==> src/rtl/mem_arb_pkg.sv <==
// Shared types for the unified instruction/data memory arbiter.
//   arb_state_t : arbiter FSM states
//   arb_owner_t : which core port owns the transaction in flight
//   to_width()  : counter width for a given timeout (at least 1 bit)
package mem_arb_pkg;

  typedef enum logic [1:0] {
    IDLE    = 2'd0,
    WAIT_IF = 2'd1,
    WAIT_D  = 2'd2,
    RESP    = 2'd3
  } arb_state_t;

  typedef enum logic {
    OWN_IF = 1'b0,
    OWN_D  = 1'b1
  } arb_owner_t;

  function automatic int to_width(input int timeout);
    return (timeout > 1) ? $clog2(timeout) : 1;
  endfunction

endpackage

==> src/rtl/arb_timeout_counter.sv <==
// Wait-state watchdog for the memory arbiter.
//   clk        : clock
//   i_rst_n    : asynchronous active-low reset
//   i_clear    : restart the count from zero (held while not waiting)
//   i_enable   : count one cycle spent waiting
//   o_expired  : high in the last allowed waiting cycle
module arb_timeout_counter #(
  parameter int TIMEOUT = 16,
  parameter int TO_W    = 4
) (
  input  logic clk,
  input  logic i_rst_n,
  input  logic i_clear,
  input  logic i_enable,
  output logic o_expired
);

  logic [TO_W-1:0] r_count;

  always_ff @(posedge clk or negedge i_rst_n) begin
    if (!i_rst_n) begin
      r_count <= '0;
    end else if (i_clear) begin
      r_count <= '0;
    end else if (i_enable) begin
      r_count <= r_count + 1'b1;
    end
  end

  // Count starts at 0 in the first waiting cycle, so this fires in the
  // TIMEOUT-th consecutive waiting cycle.
  assign o_expired = i_enable && (r_count == TO_W'(TIMEOUT - 1));

endmodule

==> src/rtl/unified_mem_arbiter.sv <==
// Arbiter sharing one single-ported memory between the core's fetch port
// and data port. One transaction at a time, data has fixed priority over
// fetch because it belongs to the older instruction.
//   clk, rst                       : clock, asynchronous active-low reset
//   if_req/if_addr                 : fetch request, held until if_valid
//   if_rdata/if_valid              : registered instruction, 1-cycle pulse
//   d_rd/d_wr/d_addr/d_wdata       : data request, held until d_valid
//   d_rdata/d_valid                : registered load data, 1-cycle pulse
//   core_stall                     : a port is waiting for its response
//   mem_req/mem_we/mem_addr/wdata  : request to memory
//   mem_ready                      : memory accepts the request this cycle
//   mem_rdata/mem_rvalid           : read response, in order
//   bus_err                        : sticky read-timeout flag
module unified_mem_arbiter
  import mem_arb_pkg::*;
#(
  parameter int DATA_WIDTH = 32,
  parameter int ADDR_WIDTH = 32,
  parameter int TIMEOUT    = 16
) (
  input  logic                  clk,
  input  logic                  rst,
  input  logic                  if_req,
  input  logic [ADDR_WIDTH-1:0] if_addr,
  output logic [DATA_WIDTH-1:0] if_rdata,
  output logic                  if_valid,
  input  logic                  d_rd,
  input  logic                  d_wr,
  input  logic [ADDR_WIDTH-1:0] d_addr,
  input  logic [DATA_WIDTH-1:0] d_wdata,
  output logic [DATA_WIDTH-1:0] d_rdata,
  output logic                  d_valid,
  output logic                  core_stall,
  output logic                  mem_req,
  output logic                  mem_we,
  output logic [ADDR_WIDTH-1:0] mem_addr,
  output logic [DATA_WIDTH-1:0] mem_wdata,
  input  logic                  mem_ready,
  input  logic [DATA_WIDTH-1:0] mem_rdata,
  input  logic                  mem_rvalid,
  output logic                  bus_err
);

  localparam int TO_W = to_width(TIMEOUT);

  arb_state_t            r_state;
  arb_owner_t            r_owner;
  logic [DATA_WIDTH-1:0] r_if_rdata;
  logic [DATA_WIDTH-1:0] r_d_rdata;
  logic                  r_bus_err;

  logic                  w_d_sel;
  logic                  w_any_req;
  logic                  w_accept;
  logic                  w_in_wait;
  logic                  w_expired;
  logic                  w_done;
  logic [DATA_WIDTH-1:0] w_rdata_cap;

  assign w_d_sel   = d_rd | d_wr;
  assign w_any_req = w_d_sel | if_req;
  assign w_in_wait = (r_state == WAIT_IF) || (r_state == WAIT_D);

  // Arbitration is purely combinational in IDLE, so a data request that
  // shows up while a fetch is being back-pressured takes the port over.
  // rst gates mem_req so memory sees no request while reset is held.
  assign mem_req   = rst && (r_state == IDLE) && w_any_req;
  assign mem_we    = mem_req && d_wr;
  assign mem_addr  = w_d_sel ? d_addr : if_addr;
  assign mem_wdata = d_wdata;
  assign w_accept  = mem_req && mem_ready;

  // A timed-out read returns zero to its owner.
  assign w_done      = w_in_wait && (mem_rvalid || w_expired);
  assign w_rdata_cap = mem_rvalid ? mem_rdata : '0;

  arb_timeout_counter #(
    .TIMEOUT (TIMEOUT),
    .TO_W    (TO_W)
  ) u_timeout (
    .clk       (clk),
    .i_rst_n   (rst),
    .i_clear   (!w_in_wait),
    .i_enable  (w_in_wait),
    .o_expired (w_expired)
  );

  always_ff @(posedge clk or negedge rst) begin
    if (!rst) begin
      r_state    <= IDLE;
      r_owner    <= OWN_IF;
      r_if_rdata <= '0;
      r_d_rdata  <= '0;
      r_bus_err  <= 1'b0;
    end else begin
      case (r_state)
        IDLE: begin
          if (w_accept) begin
            if (w_d_sel) begin
              r_owner <= OWN_D;
              // Writes need no response from memory; rd&wr counts as a write.
              r_state <= d_wr ? RESP : WAIT_D;
            end else begin
              r_owner <= OWN_IF;
              r_state <= WAIT_IF;
            end
          end
        end
        WAIT_IF, WAIT_D: begin
          if (w_done) begin
            r_state <= RESP;
            if (!mem_rvalid) r_bus_err <= 1'b1;
            if (r_state == WAIT_D) r_d_rdata  <= w_rdata_cap;
            else                   r_if_rdata <= w_rdata_cap;
          end
        end
        // One dead cycle so the requester can drop its held request
        // before IDLE would grant it a second time.
        default: r_state <= IDLE;
      endcase
    end
  end

  assign if_valid   = (r_state == RESP) && (r_owner == OWN_IF);
  assign d_valid    = (r_state == RESP) && (r_owner == OWN_D);
  assign if_rdata   = r_if_rdata;
  assign d_rdata    = r_d_rdata;
  assign bus_err    = r_bus_err;
  assign core_stall = (if_req & ~if_valid) | (w_d_sel & ~d_valid);

endmodule
==> config.mk <==
export PLATFORM = sky130hd
export DESIGN_NAME = unified_mem_arbiter
export DESIGN_NICKNAME = d
export VERILOG_FILES = /design/src/rtl/mem_arb_pkg.sv /design/src/rtl/arb_timeout_counter.sv /design/src/rtl/unified_mem_arbiter.sv
export SDC_FILE = /design/constraint.sdc
export NUM_CORES = 1
export LEC_CHECK = 0
export ABC_AREA = 1
export BUFFER_PORTS_ARGS = -buffer_cell sky130_fd_sc_hd__buf_2
export CORE_AREA = 2 2 104 106
export DETAILED_ROUTE_END_ITERATION = 10
export DIE_AREA = 0 0 106 108
export PLACE_DENSITY = 0.73
export SLEW_MARGIN = 20
export SYNTH_ARGS = -nofsm -noshare
export SYNTH_HDL_FRONTEND = slang
export SYNTH_SLANG_ARGS = --single-unit
==> constraint.sdc <==
create_clock -name clk -period 3 [get_ports clk]
set_clock_uncertainty 0.1 [all_clocks]
set_input_delay 0.6 -clock clk [delete_from_list [all_inputs] [get_ports clk]]
set_output_delay 0.6 -clock clk [all_outputs]
set_load 0.005 [all_outputs]
Word level (Yosys, flattened, before mapping) --
Index checks and enable logic that the tools add are counted. W data, S select, Z words.
Cells by class: multiplexer cells 9, reductions and logical operators 17, add/subtract/negate cells 1, divide/modulo/power cells 0, $lt $le $gt $ge 0, $mul 0, bitwise logic cells 10, equality and inequality tests 6, shift operators 0
Operator list (count):
- $mux W32 | 2
- $reduce_and A3 Y1 | 3
- $logic_and A1 B1 Y1 | 8
- $mux W2 | 3
- $not A1 Y1 | 5
- $add A4 B1 Y4 const B | 1
- $eq A2 B2 Y1 const B | 2
- $eq A4 B4 Y1 const B | 1
- $mux W4 | 1
- $ne A2 B2 Y1 const B | 2
- $pmux W2 S2 | 1
- $reduce_and A2 Y1 | 2
- $or A1 B1 Y1 | 3
- $and A1 B1 Y1 | 2
- $eq A2 B1 Y1 const B | 1
- $logic_not A2 Y1 | 1
- $logic_or A1 B1 Y1 | 2
- $mux W1 | 2
- $reduce_or A2 Y1 | 1
Storage, ports and cells: bits in latches 0, word-level logic and storage cells 49, RAM bits 0, bits of input ports 135, bits in read-only memories 0, memories 0, output and inout bits 134, flip-flop bits (word level) 72

Depth between registers and ports, before layout --
Gate-level depths: netlist of the first run.
depth after elaboration 7, gate-level depth with buffers 9, mapped depth without buffers 9

Cells and area by module --
From an unflattened synthesis of the first run, not the netlist that was laid out.
Unflattened totals: cell total of the unflattened synthesis 448, area total of the unflattened synthesis 3713.6 um^2
Modules (own cells, without submodules):
- unified_mem_arbiter | seq. area each 1701.6 um^2, area each 3513.4 um^2, times used 1, cells each 424
- arb_timeout_counter | seq. area each 100.1 um^2, area each 200.2 um^2, times used 1, cells each 24

Worst setup path before layout of the first run --
OpenSTA, ideal clock, no wires.
path kind in2out, from in d_wr, to out mem_addr[22], stages on the path 4, buffers on the path 1, slack 1.067 ns, arrival time 1.233 ns, data required time 2.300 ns, cells stage by stage nor2_2 clkbuf_1 nand2_1 nand2_1
Between the ends: word-level cells in the longest chain between the ends 2
Ends and longest elaborated chain:
- start, declared | RTL line unified_mem_arbiter.sv:28 | input logic d_wr,
- $or A1 B1 Y1 | RTL line unified_mem_arbiter.sv:60 | assign w_d_sel = d_rd | d_wr;
- $mux W32 | RTL line unified_mem_arbiter.sv:69 | assign mem_addr = w_d_sel ? d_addr : if_addr;
- end, declared | RTL line unified_mem_arbiter.sv:36 | output logic [ADDR_WIDTH-1:0] mem_addr,
No other way between the ends.

Worst setup path in the final report of the first run --
from reg r_state[0], to out mem_we
Between the ends: word-level cells in the longest chain between the ends 4
Ends and longest elaborated chain:
- start, declared | RTL line unified_mem_arbiter.sv:46 | arb_state_t r_state;
- start signal, assigned | RTL line unified_mem_arbiter.sv:102 | r_state <= d_wr ? RESP : WAIT_D;
- $logic_not A2 Y1 | RTL line unified_mem_arbiter.sv:67 | assign mem_req = rst && (r_state == IDLE) && w_any_req;
- $logic_and A1 B1 Y1 (2 in series) | RTL line unified_mem_arbiter.sv:67
- $logic_and A1 B1 Y1 | RTL line unified_mem_arbiter.sv:68 | assign mem_we = mem_req && d_wr;
- end, declared | RTL line unified_mem_arbiter.sv:35 | output logic mem_we,
No other way between the ends.

==> results of run 1 <==
==> registers in the layout, summed over array words and instances (netlist names) <==
| register | flops |
|---|---|
| if_rdata | 32 |
| bus_err | 1 |
| u_timeout.r_count | 4 |
| r_owner | 1 |
| r_state | 2 |
| d_rdata | 32 |
==> metal layers <==
layer	wire length, um	track usage, %	vias to the layer above
li1	-	-	1679
met1	4040	21.6	1548
met5	0	0	-
met4	225	7.33	0
met3	850	4.52	24
met2	4770	28.7	136
==> synth_stat cells, drive strengths merged <==
master  count
nor2        6
nand2     210
xor2        1
buf        45
nand3       6
dfrtp      72
o21ai      65
a21o        1
inv        13
ha          5
clkbuf      9
xnor2       1
a21oi       3
o22ai       1
==> report_power, final <==
part	leakage (nW)	internal (W)	switching (W)	total, W
clock network	0.107	0.000473	0.000376	0.000850
logic	1.72	0.000722	0.000975	0.00170
registers	0.938	0.00140	0.000232	0.00163
total	2.77	0.00259	0.00158	0.00417
==> area by class of cell <==
class / count / area (um2)
Clock buffer: 10 / 128
Clock inverter: 6 / 90.1
Fill cell: 1019 / 5440
Inverter: 13 / 48.8
Multi-Input combinational cell: 299 / 1490
Sequential cell: 72 / 1800
Tap cell: 136 / 170
Timing Repair Buffer: 210 / 1070
==> kinds of logic after synthesis <==
group / synth area share (%)
xor+xnor: 0.468
fa+ha+maj: 1.67
buf+inv: 12.2
simple gates: 23.1
flops: 48.1
compound gates: 14.5
==> per-stage QoR <==
| step | utilization [%] | area (um2) | worst slack (ns) | std cells | total power [W] |
|---|---|---|---|---|---|
| 6_report | 46.8 | 4790 | 0.784 | 746 | 0.00417 |
| 5_1_grt | 46.8 | 4790 | 0.590 | 746 | 0.00453 |
| 4_1_cts | 46.8 | 4790 | 0.751 | 746 | 0.00425 |
| 3_5_place_dp | 44.7 | 4570 | 0.770 | 730 | 0.00338 |
| 3_3_place_gp | 44.7 | 4570 | 0.858 | 730 | 0.00329 |
| 2_1_floorplan | - | 3740 | 1.07 | 438 | 0.00277 |
==> final timing paths <==
| path | startpoint | end | slack [ns] | cells after the start |
|---|---|---|---|---|
| min in group clk | bus_err | bus_err | 0.35 | 1 |
| min | rst | d_rdata[1] | 0.20 | 2 |
| max in group asynchronous | rst | if_rdata[26] | 1.69 | 3 |
| max reg2reg | r_state[0] | if_rdata[23] | 0.80 | 7 |
| max | r_state[0] | mem_we | 0.78 | 7 |
| min reg2reg | bus_err | bus_err | 0.35 | 1 |
==> flow_summary.json, run 1 <==
{
  "run_status": "completed",
  "drv_slew": 0,
  "post_synth_instance_area_um2": 3740,
  "leakage_nw": 2.77,
  "cts.root.buffer_cell": "sky130_fd_sc_hd__clkbuf_8",
  "max-cap-violations": 0,
  "setup_repair_after_global_routing_missed_its_margin": "false",
  "route.detailed.vias_per_inst": 4.54,
  "layout-drive-gt1-share_pct": 45.7,
  "vias": 3387,
  "place_congestion": 0.891,
  "synth_top_area_cell": "sky130_fd_sc_hd__dfrtp_1",
  "placement_rows": 37,
  "critPathKind": "flop to primary output",
  "worst_skew_pair.late_latency_ns": 0.33,
  "drtAntennaViolNets": 0,
  "path_cells": "inv_1 > ha_1 > nand2_1 > inv_1 > nand2_1 > nor2_1 > buf_2",
  "final.min_clock_period_ns": 2.22,
  "floorplan.io_pins": 269,
  "synth_area_leaders": "sky130_fd_sc_hd__dfrtp_1 48%, sky130_fd_sc_hd__nand2_1 21%, sky130_fd_sc_hd__o21ai_2 11%",
  "die_area_um2": 11400,
  "drt_pass1_iterations": 4,
  "min_period_over_period_pct": 73.9,
  "first_pass_grt_wire_length_mm": 15.7,
  "timing.hold.ws_ns": 0.195,
  "critPathBufInv": 3,
  "total_nets_after_synthesis": 578,
  "worst_pin_slew_ns": 0.812,
  "syn_to_final_growth_pct": 28.0,
  "timing.critical_path.fanout_max": 4,
  "worst_path_max_delay_cell": "sky130_fd_sc_hd__dfrtp_1",
  "timing.max_slew.rel_slack_pct": 45.9,
  "yosysSeqAreaShare_pct": 48.1,
  "cp_data_arrival_time_ns": 1.52,
  "critical-path-max-stage-delay_ns": 0.42,
  "post-dp-hpwl_mm": 7.44,
  "postSynthCellCount": 438,
  "yosys.area.top_type_share_pct": 48.1,
  "start_util_pct": 36.6,
  "antenna_cells": 0,
  "mostFrequentLayoutCell": "sky130_fd_sc_hd__nand2_1",
  "clock_sink_count": 72,
  "grt_pass1_vias": 3343,
  "min_delay_path_class": "input pin to async pin",
  "grt_start_max_net_pins": 65,
  "grt_usage_pct": 17.3,
  "postSynthRegisterBits": 72,
  "cts_resized": 0,
  "detail_route.drc_violations": 0,
  "post-cts-setup-buffer-count": 0,
  "setup_viol_count_final": 0,
  "worstSetupStartpointType": "flop",
  "critical_path_required_ns": 2.30,
  "timing.critical_path.to_type": "primary output",
  "detailedRoute.firstIterationViolations": 143,
  "die_w_um": 106,
  "holdBufCountCts": 0,
  "cts.path.max_buffers": 2,
  "number_of_buffers_added_by_the_clock_tree_synthesis_step": 9,
  "die-height_um": 108,
  "design.final.nets": 745,
  "timing.setup.tns_ns": 0,
  "achievable-frequency_mhz": 451,
  "htreeDepth": 3,
  "power-per-cell-area_nw_per_um2": 871,
  "yosys_warnings": 0,
  "grt_antenna_before_repair": 0,
  "tritoncts": "yes",
  "cell_family_contributing_the_most_delay_on_the_critical_path": "flip-flops",
  "post_drt_wl_per_cell_um": 13.3,
  "io_buffers": 204,
  "ys_types": 24,
  "global_route.overflow_total": 0,
  "worst_ir_drop_vdd_v": 0.000378,
  "core_region_area_um2": 10200,
  "cts.clk_slew.worst_paths_ns": 0.08,
  "average_cell_area_after_synthesis_um2": 8.55,
  "total_length_of_routed_wires_mm": 9.89,
  "hold_violation_total_from_the_final_report": 0,
  "most-common-layout-cells": "207 x sky130_fd_sc_hd__nand2_1, 204 x sky130_fd_sc_hd__buf_2, 72 x sky130_fd_sc_hd__dfrtp_1"
}
No activity file was read; power rests on OpenSTA's default activity.
==> run 2, diff against run 1 <==
- ABC_AREA: 1 -> 0
- CORE_AREA: 2 2 104 106 -> 2 2 103 105
- DIE_AREA: 0 0 106 108 -> 0 0 105 107
- PLACE_DENSITY: 0.73 -> 0.72
- clock period: 3 -> 2.2 ns (I/O delays scaled with it)
==> run 2 against run 1 <==
  * Sequential power is 40% higher
  * Utilization is 0.86 points lower
  * Sequential share of layout area is 1.2 points higher
  * Synthesized area is 5.4% lower
  * Critical path type is now input pin to primary output
==> flow_summary.json, run 2 <==
{
  "run_status": "completed",
  "htreeDepth": 3,
  "cp_data_arrival_time_ns": 1.58,
  "post_synth_instance_area_um2": 3540,
  "nFillCells": 950,
  "die_w_um": 105,
  "synth_top_area_cell": "sky130_fd_sc_hd__dfrtp_1",
  "post-dp-hpwl_mm": 8.53,
  "postLayoutCoreUtil_pct": 46.0,
  "worst_skew_pair.late_latency_ns": 0.33,
  "route.detailed.vias_per_inst": 5.09,
  "synth_simple_gate_area_share_pct": 4.06,
  "clock_sink_count": 72,
  "post_drt_wl_per_cell_um": 18.8,
  "antenna_cells": 0,
  "worstSetupStartpointType": "input pin",
  "worst_pin_slew_ns": 0.828,
  "total_length_of_routed_wires_mm": 10.8,
  "yosys.area_share.adder_pct": 1.77,
  "place_congestion": 0.817,
  "yosys-mux-area-fraction_pct": 10.9,
  "timing.max_slew.rel_slack_pct": 44.8,
  "most-common-layout-cells": "204 x sky130_fd_sc_hd__buf_2, 72 x sky130_fd_sc_hd__dfrtp_1, 30 x sky130_fd_sc_hd__mux2_2",
  "drtAntennaViolNets": 0,
  "drt_pass1_iterations": 4,
  "vias": 2940,
  "synth_async_sr_flop_share_pct": 100,
  "power-per-cell-area_nw_per_um2": 1280,
  "r2r_setup_slack_ns": 0.14,
  "yosys_warnings": 0,
  "placement_rows": 37,
  "start_util_pct": 35.1,
  "worstReg2RegEnd": "if_rdata[10]",
  "io_buffers": 204,
  "setup_repair_after_global_routing_missed_its_margin": "false",
  "detailedRoute.firstIterationViolations": 164,
  "r2r_cells": 6,
  "grt_usage_pct": 18.7,
  "multiInputGateArea_um2": 1310,
  "r2r_start": "r_state[0]",
  "grt_antenna_before_repair": 0,
  "postSynth.topFlopCell": "sky130_fd_sc_hd__dfrtp_1",
  "postLayoutCellArea_um2": 4640,
  "hold_violation_total_from_the_final_report": 0,
  "min_delay_path_class": "input pin to flop",
  "worst_ir_drop_vdd_v": 0.000451,
  "p_total_w": 0.00592,
  "yosys.area.top_type_share_pct": 50.9,
  "number_of_buffers_added_by_the_clock_tree_synthesis_step": 9,
  "cts.path.max_buffers": 2,
  "cts.root.buffer_cell": "sky130_fd_sc_hd__clkbuf_8",
  "worst_hold_path.endpoint": "if_rdata[5]",
  "critical_path_required_ns": 1.66,
  "min-delay-start": "mem_rdata[5]",
  "dominant_combinational_cell_family_by_area_after_synthesis": "compound AO/OA/AOI/OAI gates",
  "ys_types": 37,
  "final.min_clock_period_ns": 2.12,
  "setup_viol_count_final": 0,
  "place_area_um2": 4430,
  "postSynthCellCount": 263,
  "post_synth_xor_area_fraction_pct": 0.495,
  "die_area_um2": 11200,
  "synth_edf_count": 0,
  "design.final.nets": 577,
  "grt_pass1_vias": 2914,
  "synth_area_leaders": "sky130_fd_sc_hd__dfrtp_1 51%, sky130_fd_sc_hd__mux2_2 9.5%, sky130_fd_sc_hd__buf_4 7.6%",
  "first_pass_grt_wire_length_mm": 16.0,
  "floorplan.io_pins": 269,
  "timing.critical_path.fanout_max": 9,
  "achievable-frequency_mhz": 472,
  "leakage_nw": 2.42,
  "mostFrequentLayoutCell": "sky130_fd_sc_hd__buf_2",
  "timing.critical_path.to_type": "primary output",
  "synth-compound-area-share_pct": 19.7,
  "whs_path_cells": 2,
  "total_nets_after_synthesis": 403,
  "critPathKind": "input pin to primary output",
  "final-seq-area_um2": 1800,
  "tritoncts": "yes",
  "global_route.overflow_total": 0,
  "max-cap-violations": 0,
  "drv_slew": 0,
  "cts.clk_slew.worst_paths_ns": 0.08,
  "synth_most_common_cell": "sky130_fd_sc_hd__dfrtp_1",
  "postSynthRegisterBits": 72,
  "pre_cts_ws_ns": 0.0260,
  "timing.setup.tns_ns": 0,
  "ys_top_cells_by_count": "72 x sky130_fd_sc_hd__dfrtp_1, 36 x sky130_fd_sc_hd__buf_4, 30 x sky130_fd_sc_hd__mux2_2",
  "yosysSeqAreaShare_pct": 50.9,
  "syn_to_final_growth_pct": 31.1,
  "die-height_um": 107,
  "core_region_area_um2": 10100,
  "setup_slack_after_layout_ns": 0.0816,
  "average_cell_area_after_synthesis_um2": 13.5,
  "crit_path_start": "rst",
  "min_period_over_period_pct": 96.3,
  "detail_route.drc_violations": 0,
  "layout-drive-gt1-share_pct": 64.9,
  "grt_start_max_net_pins": 69
}
## run 2: cell types whose count changed in the layout (fill, tap and decap cells not counted), sizes merged, moves of 4 or more
cell,previous run,this run
nor2,6,2
and2,0,6
mux2,0,33
a32o,0,26
o21ai,65,4
nor2b,0,4
nand2,210,1
nand3,6,2
a22o,0,38
inv,15,5
## run 2: power by group
part | internal, W | total [W] | switching, W
clock | 0.000528 | 0.00104 | 0.000508
combinational | 0.00141 | 0.00261 | 0.00120
sequential | 0.00193 | 0.00228 | 0.000342
total | 0.00387 | 0.00592 | 0.00205
## run 2: worst max path at each step
stage / endpoint / slack [ns] / cells after the start
2_1_floorplan: d_rdata[10] / 0.48 / 7
3_3_place_gp: mem_addr[14] / 0.1 / 5
3_5_place_dp: if_rdata[16] / 0.03 / 5
4_1_cts: mem_we / 0.06 / 4
5_1_grt: mem_req / 0.03 / 5
6_report: mem_we / 0.08 / 4
## run 2: what timing repair did
action / in CTS / in global routing
hold buffers: 1 / 0
endpoints found under the setup margin: 2 / 19
gates resized for setup: 1 / 1
buffers inserted: 0 / 0
endpoints found under the hold margin: 4 / 0
## run 2: cell type report
cell class | count | area share, %
sequential | 72 | 38.8
timing repair buffer | 214 | 24.8
tap | 136 | 3.67
clock buffer | 10 | 2.75
multi-input combinational | 136 | 28.2
clock inverter | 6 | 1.46
inverter | 4 | 0.324
## run 2: critical path: stages
cell,delay (ns)
sky130_fd_sc_hd__dlygate4sd3_1,0.54
sky130_fd_sc_hd__buf_2,0.24
sky130_fd_sc_hd__and3_1,0.22
sky130_fd_sc_hd__buf_2,0.13
## run 2: per-layer routing
metal	up-vias	GRT usage [%]	wire length, um
met5	-	0	0
met4	0	4.67	111
met3	10	5.84	1020
met2	191	34.9	5690
met1	1432	20.5	4010
li1	1307	-	-
## run 2: cell families (layout without fill, tap and decap cells)
| family | count (synthesis) | in the layout |
|---|---|---|
| XOR/XNOR | 2 | 2 |
| AO/OA/AOI/OAI | 75 | 75 |
| flip-flops | 72 | 72 |
| buffers and inverters | 55 | 234 |
| multiplexers | 34 | 34 |
| AND/OR/NAND/NOR | 20 | 20 |
| adder cells (fa/ha/maj) | 5 | 5 |
## run 2: metrics by stage
step	instances	hold slack, ns
2_1_floorplan	263	0.0444
3_3_place_gp	561	0.212
3_5_place_dp	561	0.210
4_1_cts	578	0.224
5_1_grt	578	0.222
6_report	578	0.236
==> run 3, diff against run 2 <==
==> constraint.sdc (replaced) <==
create_clock -name clk -period 2.2 [get_ports clk]
set_clock_uncertainty 0.1 [all_clocks]
set_input_delay 0.33 -clock clk [delete_from_list [all_inputs] [get_ports clk]]
set_output_delay 0.33 -clock clk [all_outputs]
set_load 0.005 [all_outputs]
==> run 3 against run 2 <==
  * Register-to-register slack improved by 0.03 ns
  * Sequential share of layout area increased by 0.063 points
  * Total power increased by 1.5%
  * Critical path depth increased by 1
  * Global-route usage decreased by 0.094 points
  * Clock power increased by 13%
  * Utilization decreased by 0.074 points
  * Cell area decreased by 0.16%
  * Routed wire length decreased by 0.92%
  * Worst hold slack got worse by 0.12 ns
  * Critical path type is now flop to flop
  * Critical endpoint is now d_rdata[6]
  * Highest routed layer unchanged
==> flow_summary.json, run 3 (synthesis gave the netlist of run 2 again) <==
{
  "r2r_setup_slack_ns": 0.17,
  "io_buffers": 204,
  "post-dp-hpwl_mm": 8.54,
  "path_cells": "inv_1 > ha_1 > buf_4 > and3_1 > a22o_2",
  "antenna_cells": 0,
  "r2r_start": "r_state[1]",
  "htreeDepth": 3,
  "detailedRoute.firstIterationViolations": 138,
  "timing.critical_path.to_type": "flop",
  "tritoncts": "yes",
  "critical-path-max-stage-delay_ns": 0.65,
  "grt_start_max_net_pins": 72,
  "total_length_of_routed_wires_mm": 10.7,
  "max-cap-violations": 0,
  "power-per-cell-area_nw_per_um2": 1300,
  "vias": 2881,
  "start_util_pct": 35.1,
  "grt_pass1_vias": 2908,
  "critical_path_required_ns": 2.38,
  "postLayoutCoreUtil_pct": 45.9,
  "critPathKind": "flop to flop",
  "design.final.nets": 576,
  "final.min_clock_period_ns": 2.03,
  "placement_rows": 37,
  "timing.critical_path.fanout_max": 19,
  "grt_busiest_layer": "met2",
  "die_area_um2": 11200,
  "worst_path_max_delay_cell": "sky130_fd_sc_hd__and3_1",
  "achievable-frequency_mhz": 493,
  "place_congestion": 0.817,
  "whs_path_cells": 2,
  "core_region_area_um2": 10100,
  "r2r_cells": 5,
  "cp_data_arrival_time_ns": 2.21,
  "most-common-layout-cells": "204 x sky130_fd_sc_hd__buf_2, 72 x sky130_fd_sc_hd__dfrtp_1, 30 x sky130_fd_sc_hd__mux2_2",
  "first_pass_grt_wire_length_mm": 16.1,
  "leakage_nw": 2.42,
  "drtAntennaViolNets": 0,
  "post_drt_wl_per_cell_um": 18.6,
  "grt_usage_pct": 18.6,
  "cts.clk_slew.worst_paths_ns": 0.08,
  "setup_repair_after_global_routing_missed_its_margin": "false",
  "floorplan.io_pins": 269,
  "power.share.combinational_pct": 42.4,
  "drt_pass1_iterations": 4,
  "worst_ir_drop_vdd_v": 0.000577,
  "clkPwrFrac_pct": 19.5,
  "number_of_buffers_added_by_the_clock_tree_synthesis_step": 9,
  "die_w_um": 105,
  "setup_viol_count_final": 0,
  "grt_antenna_before_repair": 0,
  "cts.root.buffer_cell": "sky130_fd_sc_hd__clkbuf_8",
  "power_switching_share_pct": 33.8,
  "cts.path.max_buffers": 2,
  "cp.depth": 5,
  "cell_internal_pwr_w": 0.00398,
  "netSwitchingPower_w": 0.00203,
  "worst_hold_path.endpoint": "if_rdata[14]",
  "worstSetupStartpointType": "flop",
  "die-height_um": 107,
  "min_period_over_period_pct": 92.3,
  "post-cts-setup-buffer-count": 0,
  "worstReg2RegEnd": "d_rdata[6]",
  "run_status": "completed",
  "mostFrequentLayoutCell": "sky130_fd_sc_hd__buf_2",
  "critPathBufInv": 2,
  "detail_route.drc_violations": 0,
  "drv_slew": 0,
  "clock_sink_count": 72,
  "route.detailed.vias_per_inst": 4.99,
  "hold_violation_total_from_the_final_report": 0,
  "share_seq_of_total_power_pct": 38.1,
  "syn_to_final_growth_pct": 30.8,
  "crit_path_start": "r_state[1]",
  "groute.layer.met2.usage_pct": 32.7,
  "layout-drive-gt1-share_pct": 64.6,
  "use_met1_pct": 21.5,
  "use_met3_pct": 6.08,
  "min_delay_path_class": "input pin to flop",
  "timing.setup.tns_ns": 0,
  "worst_pin_slew_ns": 0.864,
  "worst_skew_pair.late_latency_ns": 0.33,
  "timing.max_slew.rel_slack_pct": 42.4,
  "global_route.overflow_total": 0,
  "min-delay-start": "mem_rdata[14]",
  "nFillCells": 960,
  "cell_family_contributing_the_most_delay_on_the_critical_path": "simple AND/OR/NAND/NOR gates"
}
[run 3: cell types whose count changed in the layout (fill, tap and decap cells not counted), sizes merged]
| cell | before | now |
|---|---|---|
| bufinv | 1 | 2 |
| clkinvlp | 2 | 1 |
| buf | 213 | 212 |
[run 3: what timing repair did]
action,4_1_cts,5_1_grt
setup endpoints to repair,0,3
resized for setup,0,1
hold buffers,1,0
endpoints found under the hold margin,1,0
[run 3: how the worst max path moves through the flow]
stage / end / slack, ns
after floorplan: d_rdata[10] / 0.48
after global placement: d_rdata[3] / 0.24
after detailed placement: d_rdata[6] / 0.12
after CTS: d_rdata[1] / 0.11
after global routing: if_rdata[4] / 0.01
final: d_rdata[6] / 0.17
[run 3: power by group through the flow]
stage / Sequential [W] / Combinational [W] / Clock (W)
after floorplan: 0.00231 / 0.00161 / 0
after global placement: 0.00230 / 0.00246 / 0
after detailed placement: 0.00231 / 0.00255 / 0
after CTS: 0.00229 / 0.00257 / 0.00120
after global routing: 0.00236 / 0.00279 / 0.00126
final: 0.00229 / 0.00255 / 0.00117
[run 3: layer usage]
layer  routed length [um]  share of wire (%)  up-vias
met4                  144                1.3        0
met2                 5560                 52      189
met5                    0                  0        -
li1                     -                  -     1299
met1                 4050                 38     1382
met3                  990                9.2       11
[run 3: final cells by class]
| class | instances | area, um2 | share of cell area [%] |
|---|---|---|---|
| Clock buffer | 10 | 138 | 2.97 |
| Clock inverter | 6 | 90.1 | 1.94 |
| Inverter | 4 | 15.0 | 0.324 |
| Multi-Input combinational cell | 136 | 1320 | 28.4 |
| Sequential cell | 72 | 1800 | 38.9 |
| Tap cell | 136 | 170 | 3.67 |
| Timing Repair Buffer | 213 | 1100 | 23.8 |
[run 3: metrics by stage]
step | std cells | hold WS [ns] | total power (W) | instance area (um2) | setup slack (ns)
after floorplan | 263 | -0.0656 | 0.00392 | 3540 | 0.480
final | 577 | 0.115 | 0.00601 | 4630 | 0.170
after global routing | 577 | 0.0970 | 0.00641 | 4630 | 0.0147
after global placement | 560 | 0.0583 | 0.00476 | 4390 | 0.236
after detailed placement | 560 | 0.0579 | 0.00486 | 4390 | 0.115
after CTS | 577 | 0.0962 | 0.00605 | 4630 | 0.109
[run 3: worst reg2reg max path: stages, from the launching register on]
cell and delay [ns]:
sky130_fd_sc_hd__dfrtp_1 0.40, sky130_fd_sc_hd__inv_1 0.08, sky130_fd_sc_hd__ha_1 0.32, sky130_fd_sc_hd__buf_4 0.16
sky130_fd_sc_hd__and3_1 0.65, sky130_fd_sc_hd__a22o_2 0.28
